--- src/rtl/object_plotter.sv ---
// Erases an object's old rectangle and draws its new one, one pixel per cycle,
// on the VGA adapter write port. Off-screen pixels use their cycle but are not plotted.
module object_plotter #(
  parameter int unsigned MAX_X     = 159,
  parameter int unsigned MAX_Y     = 119,
  parameter logic [2:0]  BG_COLOUR = 3'b000
) (
  input  logic       clk,
  input  logic       resetn,
  input  logic       startPlot,
  input  logic [7:0] newX,
  input  logic [6:0] newY,
  input  logic [7:0] oldX,
  input  logic [6:0] oldY,
  input  logic [7:0] sizeX,
  input  logic [6:0] sizeY,
  input  logic [2:0] colour,
  output logic [7:0] vga_x,
  output logic [6:0] vga_y,
  output logic [2:0] vga_colour,
  output logic       vga_plot,
  output logic       busy,
  output logic       done
);

  localparam int unsigned XW = 8;
  localparam int unsigned YW = 7;
  localparam int unsigned CW = 3;

  typedef enum logic [1:0] {
    ST_IDLE  = 2'd0,
    ST_ERASE = 2'd1,
    ST_DRAW  = 2'd2,
    ST_DONE  = 2'd3
  } state_t;

  state_t        r_state;
  logic [XW-1:0] r_new_x, r_old_x, r_size_x, r_ox;
  logic [YW-1:0] r_new_y, r_old_y, r_size_y, r_oy;
  logic [CW-1:0] r_colour;

  state_t        w_state_nxt;
  logic [XW-1:0] w_new_x_nxt, w_old_x_nxt, w_size_x_nxt, w_ox_nxt;
  logic [YW-1:0] w_new_y_nxt, w_old_y_nxt, w_size_y_nxt, w_oy_nxt;
  logic [CW-1:0] w_colour_nxt;
  logic [XW-1:0] w_vga_x_nxt;
  logic [YW-1:0] w_vga_y_nxt;
  logic [CW-1:0] w_vga_colour_nxt;
  logic          w_plot_nxt, w_busy_nxt, w_done_nxt;

  logic [XW-1:0] w_base_x;
  logic [YW-1:0] w_base_y;
  logic [XW:0]   w_sum_x;
  logic [YW:0]   w_sum_y;
  logic          w_in_view, w_x_last, w_y_last;

  // Pixel address: one bit wider than the screen coordinate so it cannot wrap.
  assign w_base_x  = (r_state == ST_ERASE) ? r_old_x : r_new_x;
  assign w_base_y  = (r_state == ST_ERASE) ? r_old_y : r_new_y;
  assign w_sum_x   = (XW+1)'(w_base_x) + (XW+1)'(r_ox);
  assign w_sum_y   = (YW+1)'(w_base_y) + (YW+1)'(r_oy);
  assign w_in_view = (32'(w_sum_x) <= MAX_X) && (32'(w_sum_y) <= MAX_Y);
  assign w_x_last  = (r_ox == r_size_x - XW'(1));
  assign w_y_last  = (r_oy == r_size_y - YW'(1));

  always_ff @(posedge clk or negedge resetn) begin
    if (!resetn) begin
      r_state    <= ST_IDLE;
      r_new_x    <= '0;
      r_new_y    <= '0;
      r_old_x    <= '0;
      r_old_y    <= '0;
      r_size_x   <= '0;
      r_size_y   <= '0;
      r_colour   <= '0;
      r_ox       <= '0;
      r_oy       <= '0;
      vga_x      <= '0;
      vga_y      <= '0;
      vga_colour <= '0;
      vga_plot   <= 1'b0;
      busy       <= 1'b0;
      done       <= 1'b0;
    end else begin
      r_state    <= w_state_nxt;
      r_new_x    <= w_new_x_nxt;
      r_new_y    <= w_new_y_nxt;
      r_old_x    <= w_old_x_nxt;
      r_old_y    <= w_old_y_nxt;
      r_size_x   <= w_size_x_nxt;
      r_size_y   <= w_size_y_nxt;
      r_colour   <= w_colour_nxt;
      r_ox       <= w_ox_nxt;
      r_oy       <= w_oy_nxt;
      vga_x      <= w_vga_x_nxt;
      vga_y      <= w_vga_y_nxt;
      vga_colour <= w_vga_colour_nxt;
      vga_plot   <= w_plot_nxt;
      busy       <= w_busy_nxt;
      done       <= w_done_nxt;
    end
  end

  always_comb begin
    w_state_nxt      = r_state;
    w_new_x_nxt      = r_new_x;
    w_new_y_nxt      = r_new_y;
    w_old_x_nxt      = r_old_x;
    w_old_y_nxt      = r_old_y;
    w_size_x_nxt     = r_size_x;
    w_size_y_nxt     = r_size_y;
    w_colour_nxt     = r_colour;
    w_ox_nxt         = r_ox;
    w_oy_nxt         = r_oy;
    w_vga_x_nxt      = vga_x;
    w_vga_y_nxt      = vga_y;
    w_vga_colour_nxt = vga_colour;
    w_plot_nxt       = 1'b0;
    w_busy_nxt       = 1'b0;
    w_done_nxt       = 1'b0;

    case (r_state)
      ST_IDLE: begin
        if (startPlot) begin
          w_new_x_nxt  = newX;
          w_new_y_nxt  = newY;
          w_old_x_nxt  = oldX;
          w_old_y_nxt  = oldY;
          w_size_x_nxt = sizeX;
          w_size_y_nxt = sizeY;
          w_colour_nxt = colour;
          w_ox_nxt     = '0;
          w_oy_nxt     = '0;
          if (sizeX == '0 || sizeY == '0) begin
            w_state_nxt = ST_DONE;
          end else if (oldX == newX && oldY == newY) begin
            w_state_nxt = ST_DRAW;
          end else begin
            w_state_nxt = ST_ERASE;
          end
        end
      end

      // Row-major scan; the erase hands over to the draw with no idle cycle.
      ST_ERASE, ST_DRAW: begin
        w_vga_x_nxt      = w_sum_x[XW-1:0];
        w_vga_y_nxt      = w_sum_y[YW-1:0];
        w_vga_colour_nxt = (r_state == ST_ERASE) ? BG_COLOUR : r_colour;
        w_plot_nxt       = w_in_view;
        w_busy_nxt       = 1'b1;
        if (w_x_last) begin
          w_ox_nxt = '0;
          if (w_y_last) begin
            w_oy_nxt    = '0;
            w_state_nxt = (r_state == ST_ERASE) ? ST_DRAW : ST_DONE;
          end else begin
            w_oy_nxt = r_oy + YW'(1);
          end
        end else begin
          w_ox_nxt = r_ox + XW'(1);
        end
      end

      ST_DONE: begin
        w_busy_nxt  = 1'b1;
        w_done_nxt  = 1'b1;
        w_state_nxt = ST_IDLE;
      end

      default: w_state_nxt = ST_IDLE;
    endcase
  end

endmodule

--- config.mk ---
export PLATFORM = sky130hd
export DESIGN_NAME = object_plotter
export DESIGN_NICKNAME = d
export VERILOG_FILES = /design/src/rtl/object_plotter.sv
export SDC_FILE = /design/constraint.sdc
export NUM_CORES = 1
export LEC_CHECK = 0
export BUFFER_PORTS_ARGS = -buffer_cell sky130_fd_sc_hd__buf_2
export CORE_ASPECT_RATIO = 0.6
export CORE_UTILIZATION = 50
export CTS_CLUSTER_DIAMETER = 120
export DETAILED_ROUTE_END_ITERATION = 12
export GPL_TIMING_DRIVEN = 0
export HOLD_SLACK_MARGIN = 0.12
export PLACE_DENSITY = 0.79
export SLEW_MARGIN = 5
export SYNTH_ARGS = -nofsm -noshare
export SYNTH_HDL_FRONTEND = slang
export SYNTH_SLANG_ARGS = --single-unit
--- constraint.sdc ---
create_clock -name clk -period 9.34 [get_ports clk]
set_input_delay 1.868 -clock clk [delete_from_list [all_inputs] [get_ports clk]]
set_output_delay 1.868 -clock clk [all_outputs]
set_load 0.03 [all_outputs]
==> metrics.txt <==
# TYPE chip_impl_metric gauge
chip_impl_metric{name="postSynthRegisterBits",unit=""} 86
chip_impl_metric{name="postSynthCellCount",unit=""} 420
chip_impl_metric{name="drt_pass1_iterations",unit=""} 4
chip_impl_info{name="yosys-top-cells-count",value="dfrtp_1, mux2_2, xnor2_1"} 1
chip_impl_metric{name="finalPower",unit="µW"} 791
chip_impl_info{name="synth_area_leaders",value="dfrtp_1, mux2_2, ha_1"} 1
chip_impl_metric{name="floorplan.die.height",unit="µm"} 78.3
chip_impl_metric{name="globalRouteTotalUtil",unit=""} 0.245
chip_impl_metric{name="yosysSeqAreaShare",unit=""} 0.444
chip_impl_metric{name="setup.reg_to_reg.worst_slack",unit="ns"} 5.20
chip_impl_metric{name="postLayoutCellArea",unit="mm²"} 0.00572
chip_impl_metric{name="htree_num_levels",unit=""} 3
chip_impl_metric{name="dr_total_vias",unit=""} 3481
chip_impl_info{name="worstHoldEndpoint",value="vga_colour[0]$_DFFE_PN0N_"} 1
chip_impl_metric{name="vias_per_cell",unit=""} 5.46
chip_impl_metric{name="cp_max_fo",unit=""} 10
chip_impl_metric{name="tns",unit="ns"} 0
chip_impl_metric{name="hold-worst-slack",unit="ns"} 0.494
chip_impl_metric{name="p_per_area",unit="mW/mm²"} 138
chip_impl_metric{name="grt_start_max_net_pins",unit=""} 71
chip_impl_metric{name="maxCapViolCount",unit=""} 0
chip_impl_info{name="worst_r2r_startpoint",value="r_state[1]$_DFFE_PN0P_"} 1
chip_impl_metric{name="pwr-share-clk",unit=""} 0.489
chip_impl_metric{name="ir_worst_vdd",unit="µV"} 92.4
chip_impl_metric{name="numCtsBuffers",unit=""} 9
chip_impl_metric{name="power_switching",unit="µW"} 163
chip_impl_metric{name="route.detailed.drc",unit=""} 0
chip_impl_metric{name="design.portCount",unit=""} 72
chip_impl_metric{name="worst-slew-pin-transition",unit="ns"} 0.739
chip_impl_metric{name="p_leak",unit="µW"} 0.00295
chip_impl_metric{name="gp_routability_congestion",unit=""} 0.865
chip_impl_metric{name="final_hold_viol_count",unit=""} 0
chip_impl_metric{name="worst_path_largest_cell_delay",unit="ns"} 0.63
chip_impl_info{name="regToRegEndpoint",value="vga_plot$_DFF_PN0_"} 1
chip_impl_metric{name="timing.critical_path.required",unit="ns"} 9.56
chip_impl_metric{name="area_of_the_mapped_netlist",unit="mm²"} 0.00485
chip_impl_metric{name="timing.slew.headroom",unit=""} 0.507
chip_impl_metric{name="grt_first_pass_wirelength",unit="µm"} 18400
chip_impl_metric{name="synth_top_cell_area_share",unit=""} 0.444
chip_impl_metric{name="cts_setup_buffers",unit=""} 0
chip_impl_metric{name="combPwrFrac",unit=""} 0.040
chip_impl_metric{name="hold_buffers",unit=""} 0
chip_impl_metric{name="synth_edf_count",unit=""} 0
chip_impl_info{name="synth.most_common_cell",value="dfrtp_1"} 1
chip_impl_info{name="category_of_the_worst_setup_path_capture_point",value="flip-flop"} 1
chip_impl_info{name="tritoncts",value="built"} 1
chip_impl_metric{name="grt_antenna_before_repair",unit=""} 0
chip_impl_metric{name="drt-wirelength-per-cell",unit="µm"} 17.2
chip_impl_metric{name="fraction_of_layout_cells_with_a_size_suffix_above_1",unit=""} 0.341
chip_impl_metric{name="nets",unit=""} 581
chip_impl_metric{name="global_route.overflow_total",unit=""} 0
chip_impl_metric{name="first_iter_violations",unit=""} 200
chip_impl_metric{name="cts_num_sinks",unit=""} 86
chip_impl_metric{name="fin_crit_sh",unit=""} 0.444
chip_impl_metric{name="fmax",unit="MHz"} 241
chip_impl_info{name="status",value="completed"} 1
chip_impl_metric{name="r2r.worst_path.cells",unit=""} 15
chip_impl_metric{name="synth-async-reset-ratio",unit=""} 1.00
chip_impl_metric{name="initial_utilization",unit=""} 0.522
chip_impl_metric{name="antenna-diode-count",unit=""} 0
chip_impl_metric{name="postPlaceCellArea",unit="mm²"} 0.00540
chip_impl_metric{name="critical_path_buf_inv_count",unit=""} 4
chip_impl_metric{name="layout-area-overhead-vs-synth",unit="%"} 18.0
chip_impl_metric{name="std_cell_rows",unit=""} 27
chip_impl_info{name="holdCritPathClass",value="flip-flop to flip-flop"} 1
chip_impl_metric{name="via_count_of_the_first_global_routing_pass",unit=""} 3653
chip_impl_info{name="timing.critical_path.from_type",value="flip-flop"} 1
chip_impl_info{name="clock_tree.root_cell",value="clkbuf_16"} 1
chip_impl_info{name="crit_path_cell_trace",value="inv_1, ha_1, clkbuf_1, buf_1, mux2_2, ha_1, inv_1, fa_1, nor2b_1, o21ai_0, nand2b_1, a31o_2, xor2_1, o21a_1, a311oi_1"} 1
chip_impl_info{name="critical-path-slowest-cell",value="buf_1"} 1
chip_impl_metric{name="clock_buffer_depth",unit=""} 2
chip_impl_metric{name="routed_wirelength",unit="µm"} 11000
chip_impl_metric{name="synth_cell_type_count",unit=""} 48
chip_impl_metric{name="insertion_delay",unit="ns"} 0.34
chip_impl_info{name="timing.critical_path.max_delay_family",value="buffers and inverters"} 1
chip_impl_metric{name="final_period_minus_worst_setup_slack",unit="ns"} 4.14
chip_impl_metric{name="ctsResizeCount",unit=""} 0
chip_impl_metric{name="die-area",unit="mm²"} 0.0101
chip_impl_metric{name="power_report.internal_total",unit="µW"} 628
chip_impl_metric{name="detail-route-antenna-nets",unit=""} 0
chip_impl_metric{name="placement.setup.worst_slack",unit="ns"} 5.34
chip_impl_info{name="path_class",value="flip-flop to flip-flop"} 1
chip_impl_metric{name="number_of_max_slew_violations_in_the_final_report",unit=""} 0
chip_impl_metric{name="syn_nets",unit=""} 498
chip_impl_metric{name="portBuffers",unit=""} 71
chip_impl_metric{name="clkSlewWorstSetupHoldPaths",unit="ns"} 0.06
chip_impl_metric{name="yosysWarnings",unit=""} 0
chip_impl_metric{name="postLayoutSetupSlackWorst",unit="ns"} 5.20
chip_impl_info{name="rsz0062_at_grt",value="false"} 1
chip_impl_info{name="synth_ff_type",value="dfrtp_1"} 1
chip_impl_metric{name="clock_skew",unit="ns"} 0.00535
chip_impl_metric{name="core_area",unit="mm²"} 0.00929
chip_impl_metric{name="worst_ep_arrival_time",unit="ns"} 4.36
chip_impl_metric{name="net_switching_fraction_of_the_power",unit=""} 0.206
chip_impl_info{name="cell_taking_the_most_area_after_synthesis",value="dfrtp_1"} 1
chip_impl_metric{name="dieWidth",unit="µm"} 129
chip_impl_metric{name="detailedPlacementHpwl",unit="µm"} 8460
chip_impl_info{name="min_delay_startpoint",value="r_colour[0]$_DFFE_PN0P_"} 1
chip_impl_metric{name="share_seq_of_total_power",unit=""} 0.471
chip_impl_metric{name="number_of_cells_traversed_by_the_worst_hold_path",unit=""} 2
chip_impl_metric{name="setup_viol",unit=""} 0
chip_impl_metric{name="syn_area_per_cell",unit="µm²"} 11.5
-- state kept, by name, indices dropped and copies added (netlist names) --
register    flops
r_new_x         8
r_old_x         8
r_ox            8
r_size_x        8
vga_x           8
r_new_y         7
r_old_y         7
r_oy            7
r_size_y        7
vga_y           7
r_colour        3
vga_colour      3
r_state         2
busy            1
done            1
vga_plot        1
-- cells by family (layout without fill, tap and decap cells) --
group / after synthesis / count (layout) / share of synthesized area
adders and majority gates: 27 / 27 / 0.0727
buffers and inverters: 35 / 123 / 0.0286
muxes: 82 / 82 / 0.189
xor gates and xnor gates: 46 / 46 / 0.0831
DFF: 86 / 86 / 0.444
AOI/OAI and AO/OA: 64 / 64 / 0.0944
and+or+nand+nor: 80 / 80 / 0.0890
-- stage by stage --
step / std cells / utilization
5_1_grt: 638 / 0.616
6_report: 638 / 0.616
3_3_place_gp: 621 / 0.578
2_1_floorplan: 420 / -
3_5_place_dp: 622 / 0.581
4_1_cts: 638 / 0.616
-- metal layers --
metal  vias up  track usage  share of wire
met3        15       0.0620          0.061
met2        99        0.371           0.44
li1       1653            -              -
met4         0       0.0706          0.011
met5         -            0              0
met1      1714        0.347           0.49
-- worst max path at each step --
stage,start,end,slack (ns),cells after the start
4_1_cts,r_state[1]$_DFFE_PN0P_,vga_plot$_DFF_PN0_,5.22,15
5_1_grt,r_state[1]$_DFFE_PN0P_,vga_plot$_DFF_PN0_,4.97,15
3_5_place_dp,r_state[1]$_DFFE_PN0P_,vga_plot$_DFF_PN0_,5.34,13
6_report,r_state[1]$_DFFE_PN0P_,vga_plot$_DFF_PN0_,5.20,15
3_3_place_gp,r_state[1]$_DFFE_PN0P_,vga_plot$_DFF_PN0_,5.46,15
2_1_floorplan,r_state[1]$_DFFE_PN0P_,vga_plot$_DFF_PN0_,6.19,15
-- power groups by stage --
stage          sequential (µW)  clock [µW]  combinational, µW
2_1_floorplan              379           0               6.76
3_3_place_gp               379           0               30.2
3_5_place_dp               379           0               32.6
4_1_cts                    372         394               32.7
5_1_grt                    372         412               35.8
6_report                   373         387               31.9
-- final cells by class --
cell class | count | area (µm²)
fill | 734 | 3570
multi-input combinational | 299 | 2560
sequential | 86 | 2150
timing repair buffer | 72 | 385
clock buffer | 11 | 243
tap | 130 | 163
inverter | 23 | 86.3
clock inverter | 5 | 82.6
buffer | 12 | 52.6
-- worst reg2reg max path: cells and delay by family, from the launching register on --
family / cells / cell delay, ns
AO/OA/AOI/OAI: 4 / 0.98
multiplexers: 1 / 0.41
buffers and inverters: 4 / 1.28
AND/OR/NAND/NOR: 2 / 0.19
flip-flops: 1 / 0.40
adder cells (fa/ha/maj): 3 / 0.60
XOR/XNOR: 1 / 0.16
-- cell usage in the layout (no fill, tap or decap), types with 3 or more instances in the layout --
master,Yosys,layout
dfrtp_1,86,86
mux2_2,75,75
buf_2,0,70
xnor2_1,30,30
ha_1,25,25
inv_1,23,23
nand2_1,19,19
xor2_1,16,16
o21ai_0,15,15
a21oi_1,13,13
nor2_1,13,13
clkbuf_16,0,9
clkbuf_1,7,8
nand2b_1,8,8
o31ai_1,8,8
nand3_1,8,8
mux2i_1,7,7
nor2b_1,6,6
buf_1,4,4
a21o_1,4,4
nor3_1,4,4
nor4_1,4,4
and3_1,4,4
a2bb2oi_1,4,4
nand4_1,3,3
No activity file was read; power rests on OpenSTA's default activity.
